## config.mk

```make
export PLATFORM = sky130hd
export DESIGN_NAME = pwm_generator_3ph
export DESIGN_NICKNAME = d
export VERILOG_FILES = /design/src/rtl/pwm_pkg.sv /design/src/rtl/dead_time_inserter.sv /design/src/rtl/pwm_generator_3ph.sv
export SDC_FILE = /design/constraint.sdc
export NUM_CORES = 1
export LEC_CHECK = 0
export ABC_AREA = 1
export CAP_MARGIN = 20
export CORE_MARGIN = 3
export CORE_UTILIZATION = 40
export DETAILED_ROUTE_END_ITERATION = 6
export SYNTH_ARGS = -nofsm -noshare
export SYNTH_HDL_FRONTEND = slang
export SYNTH_HIERARCHICAL = 1
export SYNTH_SLANG_ARGS = --single-unit
```

## constraint.sdc

```tcl
create_clock -name clk -period 4.7 [get_ports clk]
set_input_delay 0.94 -clock clk [delete_from_list [all_inputs] [get_ports clk]]
set_output_delay 0.94 -clock clk [all_outputs]
set_load 0.02 [all_outputs]
```

## src/rtl/pwm_pkg.sv

```systemverilog
// rtl/pwm_pkg.sv - shared defaults and phase indices for the three-phase PWM path
package pwm_pkg;

    localparam int DEF_IN_WIDTH  = 12;
    localparam int DEF_PERIOD    = 3000;
    localparam int DEF_DEAD_TIME = 20;
    localparam int DEF_CNT_WIDTH = 12;

    // Phase positions in the {u, v, w} compare triple and gate vectors.
    localparam int U = 2;
    localparam int V = 1;
    localparam int W = 0;

    typedef enum logic {
        DIR_UP   = 1'b0,
        DIR_DOWN = 1'b1
    } dir_e;

endpackage

```

## src/rtl/dead_time_inserter.sv

```systemverilog
// rtl/dead_time_inserter.sv - per-phase dead-time counter and complementary gate registers
module dead_time_inserter
    import pwm_pkg::*;
#(
    parameter int DEAD_TIME = DEF_DEAD_TIME
) (
    input  logic clk,
    input  logic reset_n,
    input  logic enable_i,
    input  logic raw_d_i,
    input  logic raw_q_i,
    output logic pwm_h_o,
    output logic pwm_l_o
);

    localparam int DT_W = (DEAD_TIME > 0) ? $clog2(DEAD_TIME + 1) : 1;
    localparam logic [DT_W-1:0] DT_MAX = DT_W'(DEAD_TIME);

    logic [DT_W-1:0] dt_q, dt_d;
    logic            pwm_h_d, pwm_l_d;
    logic            settled;

    // dt restarts on the same edge that updates the raw signal, so it reads 0
    // in the first cycle the new raw level is visible.
    always_comb begin
        settled = (dt_q == DT_MAX);
        dt_d    = dt_q;
        if (!enable_i || (raw_d_i != raw_q_i)) begin
            dt_d = '0;
        end else if (!settled) begin
            dt_d = dt_q + DT_W'(1);
        end
        pwm_h_d = enable_i &  raw_q_i & settled;
        pwm_l_d = enable_i & ~raw_q_i & settled;
    end

    always_ff @(posedge clk or negedge reset_n) begin
        if (!reset_n) begin
            dt_q    <= '0;
            pwm_h_o <= 1'b0;
            pwm_l_o <= 1'b0;
        end else begin
            dt_q    <= dt_d;
            pwm_h_o <= pwm_h_d;
            pwm_l_o <= pwm_l_d;
        end
    end

endmodule

```

## src/rtl/pwm_generator_3ph.sv

```systemverilog
// rtl/pwm_generator_3ph.sv - center-aligned three-phase PWM with double-buffered compares and dead time
module pwm_generator_3ph
    import pwm_pkg::*;
#(
    parameter int IN_WIDTH  = DEF_IN_WIDTH,
    parameter int PERIOD    = DEF_PERIOD,
    parameter int DEAD_TIME = DEF_DEAD_TIME,
    parameter int CNT_WIDTH = DEF_CNT_WIDTH
) (
    input  logic                  clk,
    input  logic                  reset_n,
    input  logic [3*IN_WIDTH-1:0] in_data,
    input  logic                  in_valid,
    output logic                  in_ready,
    input  logic                  enable,
    output logic [2:0]            pwm_h,
    output logic [2:0]            pwm_l,
    output logic                  sync,
    output logic                  underrun
);

    typedef logic [CNT_WIDTH-1:0] cnt_t;

    localparam cnt_t CNT_MAX = cnt_t'(PERIOD - 1);
    localparam cnt_t CMP_MID = cnt_t'(PERIOD / 2);
    localparam cnt_t CMP_TOP = cnt_t'(PERIOD);

    cnt_t                      cnt_q, cnt_d;
    dir_e                      dir_q, dir_d;
    logic [2:0][CNT_WIDTH-1:0] shadow_q, shadow_d;
    logic [2:0][CNT_WIDTH-1:0] active_q, active_d;
    logic [2:0][CNT_WIDTH-1:0] cmp_in;
    logic                      full_q, full_d;
    logic                      in_ready_q, in_ready_d;
    logic [2:0]                p_q, p_d;
    logic                      sync_q, sync_d;
    logic                      underrun_q, underrun_d;
    logic                      period_end;
    logic                      xfer;

    function automatic cnt_t clamp(input logic [IN_WIDTH-1:0] v);
        if (int'(v) > PERIOD) begin
            return CMP_TOP;
        end
        return cnt_t'(v);
    endfunction

    always_comb begin
        period_end = (cnt_q == '0) && (dir_q == DIR_DOWN);
        xfer       = in_valid && in_ready_q;

        cmp_in    = '0;
        cmp_in[U] = clamp(in_data[U*IN_WIDTH +: IN_WIDTH]);
        cmp_in[V] = clamp(in_data[V*IN_WIDTH +: IN_WIDTH]);
        cmp_in[W] = clamp(in_data[W*IN_WIDTH +: IN_WIDTH]);

        // Triangle carrier: each turning value is held for one extra cycle.
        cnt_d = cnt_q;
        dir_d = dir_q;
        if (dir_q == DIR_UP) begin
            if (cnt_q == CNT_MAX) dir_d = DIR_DOWN;
            else                  cnt_d = cnt_q + cnt_t'(1);
        end else begin
            if (cnt_q == '0) dir_d = DIR_UP;
            else             cnt_d = cnt_q - cnt_t'(1);
        end

        shadow_d   = shadow_q;
        full_d     = full_q;
        active_d   = active_q;
        underrun_d = 1'b0;
        if (period_end) begin
            full_d = 1'b0;
            if (xfer)        active_d   = cmp_in;
            else if (full_q) active_d   = shadow_q;
            else             underrun_d = 1'b1;
        end else if (xfer) begin
            shadow_d = cmp_in;
            full_d   = 1'b1;
        end
        in_ready_d = !full_d;
        sync_d     = period_end;

        for (int i = 0; i < 3; i++) begin
            p_d[i] = (cnt_q < active_q[i]);
        end
    end

    always_ff @(posedge clk or negedge reset_n) begin
        if (!reset_n) begin
            cnt_q      <= '0;
            dir_q      <= DIR_UP;
            shadow_q   <= '0;
            full_q     <= 1'b0;
            active_q   <= {3{CMP_MID}};
            in_ready_q <= 1'b0;
            p_q        <= '0;
            sync_q     <= 1'b0;
            underrun_q <= 1'b0;
        end else begin
            cnt_q      <= cnt_d;
            dir_q      <= dir_d;
            shadow_q   <= shadow_d;
            full_q     <= full_d;
            active_q   <= active_d;
            in_ready_q <= in_ready_d;
            p_q        <= p_d;
            sync_q     <= sync_d;
            underrun_q <= underrun_d;
        end
    end

    for (genvar i = 0; i < 3; i++) begin : g_dt
        dead_time_inserter #(
            .DEAD_TIME (DEAD_TIME)
        ) u_dt (
            .clk      (clk),
            .reset_n  (reset_n),
            .enable_i (enable),
            .raw_d_i  (p_d[i]),
            .raw_q_i  (p_q[i]),
            .pwm_h_o  (pwm_h[i]),
            .pwm_l_o  (pwm_l[i])
        );
    end

    assign in_ready = in_ready_q;
    assign sync     = sync_q;
    assign underrun = underrun_q;

endmodule
```

==> results of run 1 <==
-- routing by layer --
layer  part of all wire  GRT usage
met5                  0          0
met2               0.45      0.274
met3              0.032     0.0387
met4              0.014     0.0520
met1               0.50      0.248
-- cells in the final DEF, fill, tap and decap left out, types with 4 or more instances in the layout --
cell,Yosys,layout
nand2_1,305,305
inv_1,123,123
nor2_1,115,115
dfrtp_1,92,92
ha_1,49,49
nand3_1,47,47
clkdlybuf4s50_1,0,47
o21ai_0,40,40
a21oi_1,27,27
nand4_1,25,25
dfstp_2,21,21
clkbuf_16,0,17
o21ai_1,13,13
nor3_1,11,11
nor2_2,9,9
nand2_2,7,7
xor2_1,7,7
inv_2,5,5
xnor2_1,5,5
clkinv_2,0,4
buf_4,3,4
-- power groups by stage --
stage	clock, mW	sequential, mW	combinational [mW]
finish	1.26	1.15	0.299
detailed placement	0	1.16	0.302
CTS	1.29	1.15	0.304
global route	1.34	1.16	0.349
floorplan	0	1.15	0.205
global placement	0	1.16	0.300
-- layout make-up --
class | count | area (µm²) | area share
clock buffer | 22 | 464 | 0.0566
tap | 220 | 275 | 0.0336
timing repair buffer | 51 | 500 | 0.0610
sequential | 113 | 2850 | 0.348
multi-input combinational | 687 | 3500 | 0.427
inverter | 130 | 495 | 0.0604
clock inverter | 10 | 111 | 0.0136
-- registers in the layout (all words and copies together), names as in the netlist, 3 cells and up --
| name | cells |
|---|---|
| shadow_q | 36 |
| cnt_q | 12 |
| g_dt.u_dt/pwm_h_o | 3 |
| g_dt.u_dt/dt_q | 15 |
| p_q | 3 |
| g_dt.u_dt/pwm_l_o | 3 |
| active_q | 36 |
-- synthesized netlist by cell type, types with 2 or more instances --
cell type and instances:
a21oi_1 27, buf_2 7, buf_4 3, buf_6 7, clkbuf_1 5, clkbuf_2 2
dfrtp_1 92, dfstp_2 21, ha_1 49, inv_1 123, inv_2 5, nand2_1 305
nand2_2 7, nand2_4 3, nand3_1 47, nand3_2 2, nand3b_1 3, nand4_1 25
nor2_1 115, nor2_2 9, nor2_4 3, nor3_1 11, nor3b_1 2, o21ai_0 40
o21ai_1 13, o31ai_1 3, xnor2_1 5, xor2_1 7
-- cell families (layout without fill, tap and decap cells) --
logic type | after synthesis | after routing | synth area share
buffers and inverters | 155 | 213 | 0.0947
flip-flops | 113 | 113 | 0.407
AO/OA/AOI/OAI | 87 | 87 | 0.0644
adder cells (fa/ha/maj) | 50 | 50 | 0.0902
AND/OR/NAND/NOR | 538 | 538 | 0.329
XOR/XNOR | 12 | 12 | 0.0150
-- path summary, 6_finish.rpt --
path / startpoint / to / cells past startpoint
worst max register to register: dir_q / active_q[23] / 4
min in group asynchronous: reset_n / underrun / 1
worst max-delay path: in_valid / active_q[23] / 6
max in group asynchronous: reset_n / active_q[19] / 2
worst min register to register: p_q[2] / g_dt[2].u_dt/pwm_l_o / 1
worst min-delay path: p_q[2] / g_dt[2].u_dt/pwm_l_o / 1
-- worst reg2reg max path, cell delays in order, from the launching register on --
cell and delay (ps):
dfrtp_1 750, nand2_1 200, nor2_2 190, nand3_2 710
o31ai_1 500
-- per-stage QoR --
| step | instances | hold slack, ps | setup WS (ps) |
|---|---|---|---|
| 3_5_place_dp | 1201 | 449 | 1540 |
| 6_report | 1233 | 454 | 2050 |
| 5_1_grt | 1233 | 468 | 1760 |
| 3_3_place_gp | 1201 | 445 | 1570 |
| 2_1_floorplan | 955 | 429 | 2750 |
| 4_1_cts | 1233 | 455 | 1960 |
==> impl_results.md, run 1 <==
* Status: finished, final reports clean
* CP max-delay cell: nand3_2
* Number of CTS-inserted buffers at 17
* CP Cell Sequence: clkdlybuf4s50_1 -> nand2_2 -> inv_2 -> or2_4 -> nand3_2 -> o31ai_1
* H-tree levels at 4
* I/O Pins at 49
* Syn_nets at 1045
* Power density over the cells at 330 nW/µm²
* Synth warn at 6
* Hold buffers post-CTS at 0
* Area contributors post-synth: dfrtp_1 (33%), nand2_1 (16%), ha_1 (8.7%), dfstp_2 (7.9%), inv_1 (6.6%)
* DPL Wire Length at 11400 µm
* Chip Height at 138 µm
* #FFs+latches synth at 113
* WL per Instance at 13.1 µm
* Synth-to-layout area growth at 16.9%
* Fillers at 1709
* Worst Tran Pin Value at 948 ps
* Register area share after synthesis at 0.407
* Initial antenna violation count at 0
* Design Area, Final at 8200 µm²
* TritonCTS clock tree: yes
* Via count at 5909
* Ys async rst share at 1.00
* Latest clock arrival within the worst-skew pair at 420 ps
* Post-synth cell types at 42
* Crit-path leading delay family: simple AND/OR/NAND/NOR gates
* Die ar. at 19200 µm²
* Total negative slack at 0 ps
* Hold Path Class: reg -> reg
* Critical path peak fanout at 48
* Initial core utilization at 0.416
* Max Cap Viol at 0
* Routability cong. at 0.829
* Gate power share at 0.111
* PortBufs at 48
* Vias in the first global route at 5612
* Tot GR Track Use at 0.176
* Fmax at 0.378 GHz
* Total core area at 16900 µm²
* Max Clock Skew at 11.7 ps
* Final min period at 2650 ps
* Via density at 4.79
* CP Class: in -> reg
* Share of layout cells above drive strength 1 at 0.0869
* Final hold violation count at 0
* Clock Sink Count at 113
* Crit start category: input pin
* Cells after Synth at 955
* Worst vdd ir at 0.246 mV
* Placed cell areas at 7620 µm²
* Nets at 1090
* Largest net degree at the start of global routing at 75
* Static Leakage at 4.18 nW
* Flop-to-flop setup slack at 2240 ps
* Sw Pwr at 0.688 mW
* Postcts setup bufs at 0
* Post-route ant nets at 0
* Sequential Power Share at 0.424
* N_diodes at 0
* Pins Over Slew Limit at 0
* Residual DRC at 0
* RSZ-0062 raised after global routing: false
* CTS clock-pin slew for the worst setup and hold paths at 50 ps
* Synthesized area at 7020 µm²
* Util after Layout at 0.486
* Placement Rows at 47
* Drt first-iter violations at 293
* Pint at 2.02 mW
* Max-slew headroom at 0.368
* Clock power frac at 0.465
* Worst Path Required at 5000 ps
* CTS Buffer Depth at 2
* Fin crit share at 0.564
* WP buf/inv at 2
* First-pass GRT wire length at 27600 µm
* Post-synth EDFFs at 0
* Overall Power at 2.70 mW
* Post-synthesis area per instance at 7.35 µm²
* Primary FF master, synth: dfrtp_1
* Crit-path max cell delay at 690 ps
* WL final at 16200 µm
* DR pass1 iterations at 4
* Sw Share at 0.254
* Cts repair resizes at 0
* DIE WIDTH at 138 µm
* Crit path capture type: flop
* Clock root buffer: clkbuf_16
* Leading area contributor after synthesis: dfrtp_1
* Overflow after GRT at 0
* Final setup viols at 0
* Synth top area share at 0.328
* Worst path arrival time at 2950 ps
Note: power is estimated with default switching activity, not from simulation.
==> run 2: changes to the inputs <==
==> constraint.sdc (replaced) <==
create_clock -name clk -period 2.4 [get_ports clk]
set_input_delay 0.48 -clock clk [delete_from_list [all_inputs] [get_ports clk]]
set_output_delay 0.48 -clock clk [all_outputs]
set_load 0.02 [all_outputs]
==> run 2 against run 1 <==
Global-route usage shrank 0.52 points. Wire length shrank 2.3%. Clock power grew 73%. Largest power group is now sequential cells. Cell count grew 0.81%. Sequential share of layout area shrank 0.29 points. Combinational power grew 99%. Sequential power grew 96%.
==> impl_results.md, run 2 (synthesized netlist as in run 1, its figures left out) <==
* RSZ-0062 raised after global routing: false (unchanged)
* Final hold slack at 35.2 ps (was 454 ps)
* Chip Height at 138 µm (unchanged)
* Most common cell after layout, fill and taps aside: nand2_1 (unchanged)
* Total negative slack at 0 ps (unchanged)
* Fin crit share at 0.875
* Drt first-iter violations at 264 (was 293)
* DR pass1 iterations at 5 (was 4)
* Worst Tran Pin Value at 489 ps (was 948 ps)
* Worst path arrival time at 2430 ps (was 2950 ps)
* Residual DRC at 0 (unchanged)
* Final min period at 2100 ps
* Vias in the first global route at 5508 (was 5612)
* Nets at 1100 (was 1090)
* Hold buffers post-CTS at 0 (unchanged)
* Post-route ant nets at 0 (unchanged)
* DIE WIDTH at 138 µm (unchanged)
* Crit-path max cell delay at 470 ps (was 690 ps)
* Cts repair resizes at 0 (unchanged)
* Crit start category: flop (was input pin)
* TritonCTS clock tree: yes (unchanged)
* Pint at 3.68 mW (was 2.02 mW)
* Clock power frac at 0.434 (was 0.465)
* Hold Path Class: in -> async (was reg -> reg)
* Largest net degree at the start of global routing at 70 (was 75)
* DPL Wire Length at 11400 µm (about the same)
* CP Cell Sequence: ha_1 -> nand2_1 -> inv_1 -> o21ai_0 -> a21oi_1 -> nor3b_1 -> buf_4 -> inv_1 -> nand2_1 -> nand3_1 -> a21oi_1 (was clkdlybuf4s50_1 -> nand2_2 -> inv_2 -> or2_4 -> nand3_2 -> o31ai_1)
* Max-slew headroom at 0.674 (was 0.368)
* Total core area at 16900 µm² (unchanged)
* Status: finished, final reports clean (unchanged)
* Worst Path Required at 2730 ps (was 5000 ps)
* Initial antenna violation count at 0 (unchanged)
* Pins Over Slew Limit at 0 (unchanged)
* Number of CTS-inserted buffers at 17 (unchanged)
* Via count at 5963 (was 5909)
* I/O Pins at 49 (unchanged)
* Placement Rows at 47 (unchanged)
* CTS Buffer Depth at 2 (unchanged)
* Worst vdd ir at 0.521 mV (was 0.246 mV)
* Static Leakage at 4.23 nW (was 4.18 nW)
* Routability cong. at 0.825 (was 0.829)
* Sw Pwr at 1.34 mW (was 0.688 mW)
* Crit path capture type: flop (unchanged)
* Sw Share at 0.266 (was 0.254)
* Setup ws final at 300 ps (was 2050 ps)
* Sequential Power Share at 0.448 (was 0.424)
* Die ar. at 19200 µm² (unchanged)
* H-tree levels at 4 (unchanged)
* N_diodes at 0 (unchanged)
* Largest regs: active_q: 36 flops, shadow_q: 36 flops, g_dt.u_dt/dt_q: 15 flops (unchanged)
* Overflow after GRT at 0 (unchanged)
* CP max-delay cell: dfrtp_1 (was nand3_2)
* CP Class: reg -> reg (was in -> reg)
* First-pass GRT wire length at 27000 µm (was 27600 µm)
* CTS clock-pin slew for the worst setup and hold paths at 50 ps (about the same)
* Max Clock Skew at 12.2 ps (was 11.7 ps)
* Most frequent cells in the layout: nand2_1 (305), inv_1 (123), nor2_1 (115) (unchanged)
* WL per Instance at 12.7 µm (was 13.1 µm)
* WL final at 15800 µm (was 16200 µm)
* Fmax at 0.476 GHz
* Final setup viols at 0 (unchanged)
* Dpl ws at 191 ps (was 1540 ps)
* Fillers at 1673 (was 1709)
* Synth-to-layout area growth at 17.8% (was 16.9%)
* Initial core utilization at 0.416 (unchanged)
* Power density over the cells at 607 nW/µm² (was 330 nW/µm²)
* Via density at 4.80 (was 4.79)
* PortBufs at 48 (unchanged)
* Max Cap Viol at 0 (unchanged)
* Flop-to-flop setup slack at 300 ps (was 2240 ps)
* Clock root buffer: clkbuf_16 (unchanged)
* Postcts setup bufs at 0 (unchanged)
* Share of layout cells above drive strength 1 at 0.0958 (was 0.0869)
* Final hold violation count at 0 (unchanged)
* Util after Layout at 0.490 (was 0.486)
* Latest clock arrival within the worst-skew pair at 420 ps (about the same)
* Gate power share at 0.118 (was 0.111)
* Clock Sink Count at 113 (unchanged)
* Critical path peak fanout at 6 (was 48)
* Tot GR Track Use at 0.171 (was 0.176)
-- run 2: cell count changes in the layout (fill, tap and decap cells not counted), sizes merged --
cell / change
buf: +10
clkinv: +4
bufinv: -2
clkbuf: -2
-- run 2: final cells by class --
cell class / count / area (µm²) / area share
clock buffers: 20 / 437 / 0.0528
clock inverters: 12 / 71.3 / 0.00862
multi-input cells: 687 / 3500 / 0.423
well taps: 220 / 275 / 0.0333
inverters: 130 / 495 / 0.0599
repair buffers: 61 / 638 / 0.0772
flip-flops and latches: 113 / 2850 / 0.345
-- run 2: path summary, 6_finish.rpt --
path                            depth (start not counted)                    to      from
worst max-delay path                                   11  g_dt[0].u_dt/dt_q[2]  cnt_q[5]
worst min-delay path                                    1              underrun   reset_n
worst max register to register                         11  g_dt[0].u_dt/dt_q[2]  cnt_q[5]
max in group asynchronous                               2          active_q[19]   reset_n
worst min register to register                          1  g_dt[2].u_dt/pwm_l_o    p_q[2]
min in group clk                                        1  g_dt[2].u_dt/pwm_l_o    p_q[2]
-- run 2: through the flow --
step | total power, mW | cells | cell area, µm²
floorplan | 2.65 | 955 | 7020
global placement | 2.86 | 1211 | 7760
detailed placement | 2.87 | 1211 | 7760
CTS | 5.06 | 1243 | 8270
global route | 5.28 | 1243 | 8270
finish | 5.02 | 1243 | 8270
-- run 2: worst max-delay path: cells and delay by family (launching register included) --
family	cells	cell delay, ps
and+or+nand+nor	4	560
DFF	1	470
buffers and inverters	3	240
AOI/OAI and AO/OA	3	380
adders and majority gates	1	350
-- run 2: routing by layer --
metal	part of all wire	track usage	vias to the layer above	wire length (µm)
met5	0	0	-	0
met4	0.0082	0.0406	0	129
met3	0.038	0.0445	12	598
met2	0.44	0.258	106	6940
met1	0.52	0.247	2714	8160
li1	-	-	3131	-
-- run 2: power groups by stage --
stage	clock, mW	sequential [mW]	combinational [mW]
2_1_floorplan	0	2.25	0.402
3_3_place_gp	0	2.27	0.590
3_5_place_dp	0	2.27	0.597
4_1_cts	2.22	2.25	0.601
5_1_grt	2.31	2.28	0.694
6_report	2.18	2.25	0.594
==> run 3: changes to the inputs <==
--- a/config.mk
+++ b/config.mk
@@ -8,8 +8,10 @@
 export ABC_AREA = 1
 export CAP_MARGIN = 20
 export CORE_MARGIN = 3
-export CORE_UTILIZATION = 40
+export CORE_UTILIZATION = 50
+export CTS_BUF_LIST = sky130_fd_sc_hd__clkbuf_16
 export DETAILED_ROUTE_END_ITERATION = 6
+export PLACE_DENSITY = 0.72
 export SYNTH_ARGS = -nofsm -noshare
 export SYNTH_HDL_FRONTEND = slang
 export SYNTH_HIERARCHICAL = 1
==> run 3 against run 2 <==
Via count is 2.2% higher. Register-to-register slack better by 20 ps. Sequential cell count stayed put. Worst hold slack worse by 1.5 ps. Sequential share of layout area is 0.22 points lower. Cell count is 3.6% lower. Combinational power is 1% lower. Critical path type unchanged.
==> impl_results.md, run 3 (synthesized netlist as in run 1, its figures left out) <==
* Status: finished, final reports clean (unchanged)
* Latest clock arrival within the worst-skew pair at 410 ps (was 420 ps)
* Worst Path Required at 2740 ps (was 2730 ps)
* CP most frequent cell: nand2_1
* DR pass1 iterations at 5 (unchanged)
* Final hold violation count at 0 (unchanged)
* Clock Sink Count at 113 (unchanged)
* Final setup viols at 0 (unchanged)
* Vias in the first global route at 5660 (was 5508)
* Critical path peak fanout at 6 (unchanged)
* Most common cell after layout, fill and taps aside: nand2_1 (unchanged)
* CTS Buffer Depth at 2 (unchanged)
* Placement Rows at 42 (was 47)
* Overall Power at 5.61 mW (was 5.02 mW)
* CP max-delay cell: dfrtp_1 (unchanged)
* RR Startpoint: cnt_q[5] (unchanged)
* Clock root buffer: clkbuf_16 (unchanged)
* Number of CTS-inserted buffers at 17 (unchanged)
* Share of layout cells above drive strength 1 at 0.0930 (was 0.0958)
* Crit-path max cell delay at 490 ps (was 470 ps)
* Via count at 6096 (was 5963)
* Die ar. at 15500 µm² (was 19200 µm²)
* Final hold slack at 33.7 ps (was 35.2 ps)
* Max Clock Skew at 9.28 ps (was 12.2 ps)
* Fin cells at 1198 (was 1243)
* Nets at 1099 (was 1100)
* N_diodes at 0 (unchanged)
* Util after Layout at 0.616 (was 0.490)
* Pins Over Slew Limit at 0 (unchanged)
* I/O Pins at 49 (unchanged)
* Via density at 5.09 (was 4.80)
* WL final at 15700 µm (was 15800 µm)
* TritonCTS clock tree: yes (unchanged)
* Cts repair resizes at 0 (unchanged)
* CTS clock-pin slew for the worst setup and hold paths at 50 ps (about the same)
* Crit-path leading delay family: simple AND/OR/NAND/NOR gates (unchanged)
* Max Cap Viol at 0 (unchanged)
* Most frequent cells in the layout: nand2_1 (305), inv_1 (126), nor2_1 (115) (was nand2_1 (305), inv_1 (123), nor2_1 (115))
* Max-slew headroom at 0.665 (was 0.674)
* Hold buffers post-CTS at 0 (unchanged)
* PortBufs at 48 (unchanged)
* Fin crit share at 0.868 (was 0.875)
* Final min period at 2080 ps (was 2100 ps)
* Chip Height at 124 µm (was 138 µm)
* Postcts setup bufs at 0 (unchanged)
* Largest regs: active_q: 36 flops, shadow_q: 36 flops, g_dt.u_dt/dt_q: 15 flops (unchanged)
* Hold Path Class: in -> async (unchanged)
* CP Cell Sequence: ha_1 -> nand2_1 -> inv_1 -> o21ai_0 -> a21oi_1 -> nor3b_1 -> buf_4 -> inv_1 -> nand2_1 -> nand2_1 -> nor2_2 -> nand2_1 -> nor2_1 (was ha_1 -> nand2_1 -> inv_1 -> o21ai_0 -> a21oi_1 -> nor3b_1 -> buf_4 -> inv_1 -> nand2_1 -> nand3_1 -> a21oi_1)
* Crit start category: flop (unchanged)
* Post-route ant nets at 0 (unchanged)
* DIE WIDTH at 124 µm (was 138 µm)
* Initial core utilization at 0.520 (was 0.416)
* Worst Tran Pin Value at 502 ps (was 489 ps)
* Static Leakage at 4.29 nW (was 4.23 nW)
* H-tree levels at 4 (unchanged)
* Fmax at 0.480 GHz (was 0.476 GHz)
* Design Area, Final at 8320 µm² (was 8270 µm²)
* Initial antenna violation count at 0 (unchanged)
* Tot GR Track Use at 0.211 (was 0.171)
* Worst path arrival time at 2430 ps (about the same)
* Placed cell areas at 7670 µm² (was 7760 µm²)
* Total core area at 13500 µm² (was 16900 µm²)
* Crit path capture type: flop (unchanged)
* Power density over the cells at 674 nW/µm² (was 607 nW/µm²)
* Worst vdd ir at 0.502 mV (was 0.521 mV)
* Overflow after GRT at 0 (unchanged)
* Drt first-iter violations at 401 (was 264)
* CP startpoint: cnt_q[5] (unchanged)
* Total negative slack at 0 ps (unchanged)
* RSZ-0062 raised after global routing: false (unchanged)
* DPL Wire Length at 11000 µm (was 11400 µm)
* Residual DRC at 0 (unchanged)
* Synth-to-layout area growth at 18.6% (was 17.8%)
* First-pass GRT wire length at 26900 µm (was 27000 µm)
* Largest net degree at the start of global routing at 53 (was 70)
* Setup ws final at 316 ps (was 300 ps)
* WL per Instance at 13.1 µm (was 12.7 µm)
* CP Class: reg -> reg (unchanged)
* Routability cong. at 0.863 (was 0.825)
* WP buf/inv at 3 (unchanged)
* Dpl ws at 47.0 ps (was 191 ps)
* Placed cell count at 1166 (was 1211)
## run 3: changes by cell type in the layout (fill, tap and decap cells not counted), sizes merged
| cell | change |
|---|---|
| buf | -1 |
| clkbuf | -3 |
| bufinv | +6 |
| inv | +3 |
| clkinv | -5 |
| clkinvlp | -1 |
## run 3: area by class of cell
class / instances / area [µm²]
clock inverter: 15 / 224
fill: 1202 / 5180
sequential: 113 / 2850
timing repair buffer: 60 / 606
inverter: 130 / 495
clock buffer: 17 / 425
multi-input combinational: 687 / 3500
tap: 176 / 220
## run 3: worst reg2reg max path, stage by stage (launching register included)
cell and delay [ps]:
dfrtp_1 490, ha_1 370, nand2_1 70, inv_1 30
o21ai_0 150, a21oi_1 80, nor3b_1 230, buf_4 180
inv_1 40, nand2_1 70, nand2_1 70, nor2_2 100
nand2_1 50, nor2_1 90
## run 3: power by group
part | total, mW | switching, mW | leakage, nW | internal (mW)
clock | 2.77 | 0.856 | 0.322 | 1.92
combinational | 0.587 | 0.328 | 2.55 | 0.259
sequential | 2.25 | 0.120 | 1.42 | 2.13
## run 3: metal layers
layer,GRT usage,part of all wire
met5,0,0
met4,0.0716,0.018
met3,0.0442,0.058
met2,0.324,0.45
met1,0.297,0.47
## run 3: path summary, 6_finish.rpt
kind,cells after the start,end,slack (ps)
max reg2reg,13,g_dt[2].u_dt/dt_q[1],320
max in group asynchronous,2,active_q[7],1610
max,13,g_dt[2].u_dt/dt_q[1],320
min reg2reg,2,active_q[26],470
min,1,g_dt[2].u_dt/dt_q[4],30
min in group clk,2,active_q[26],470
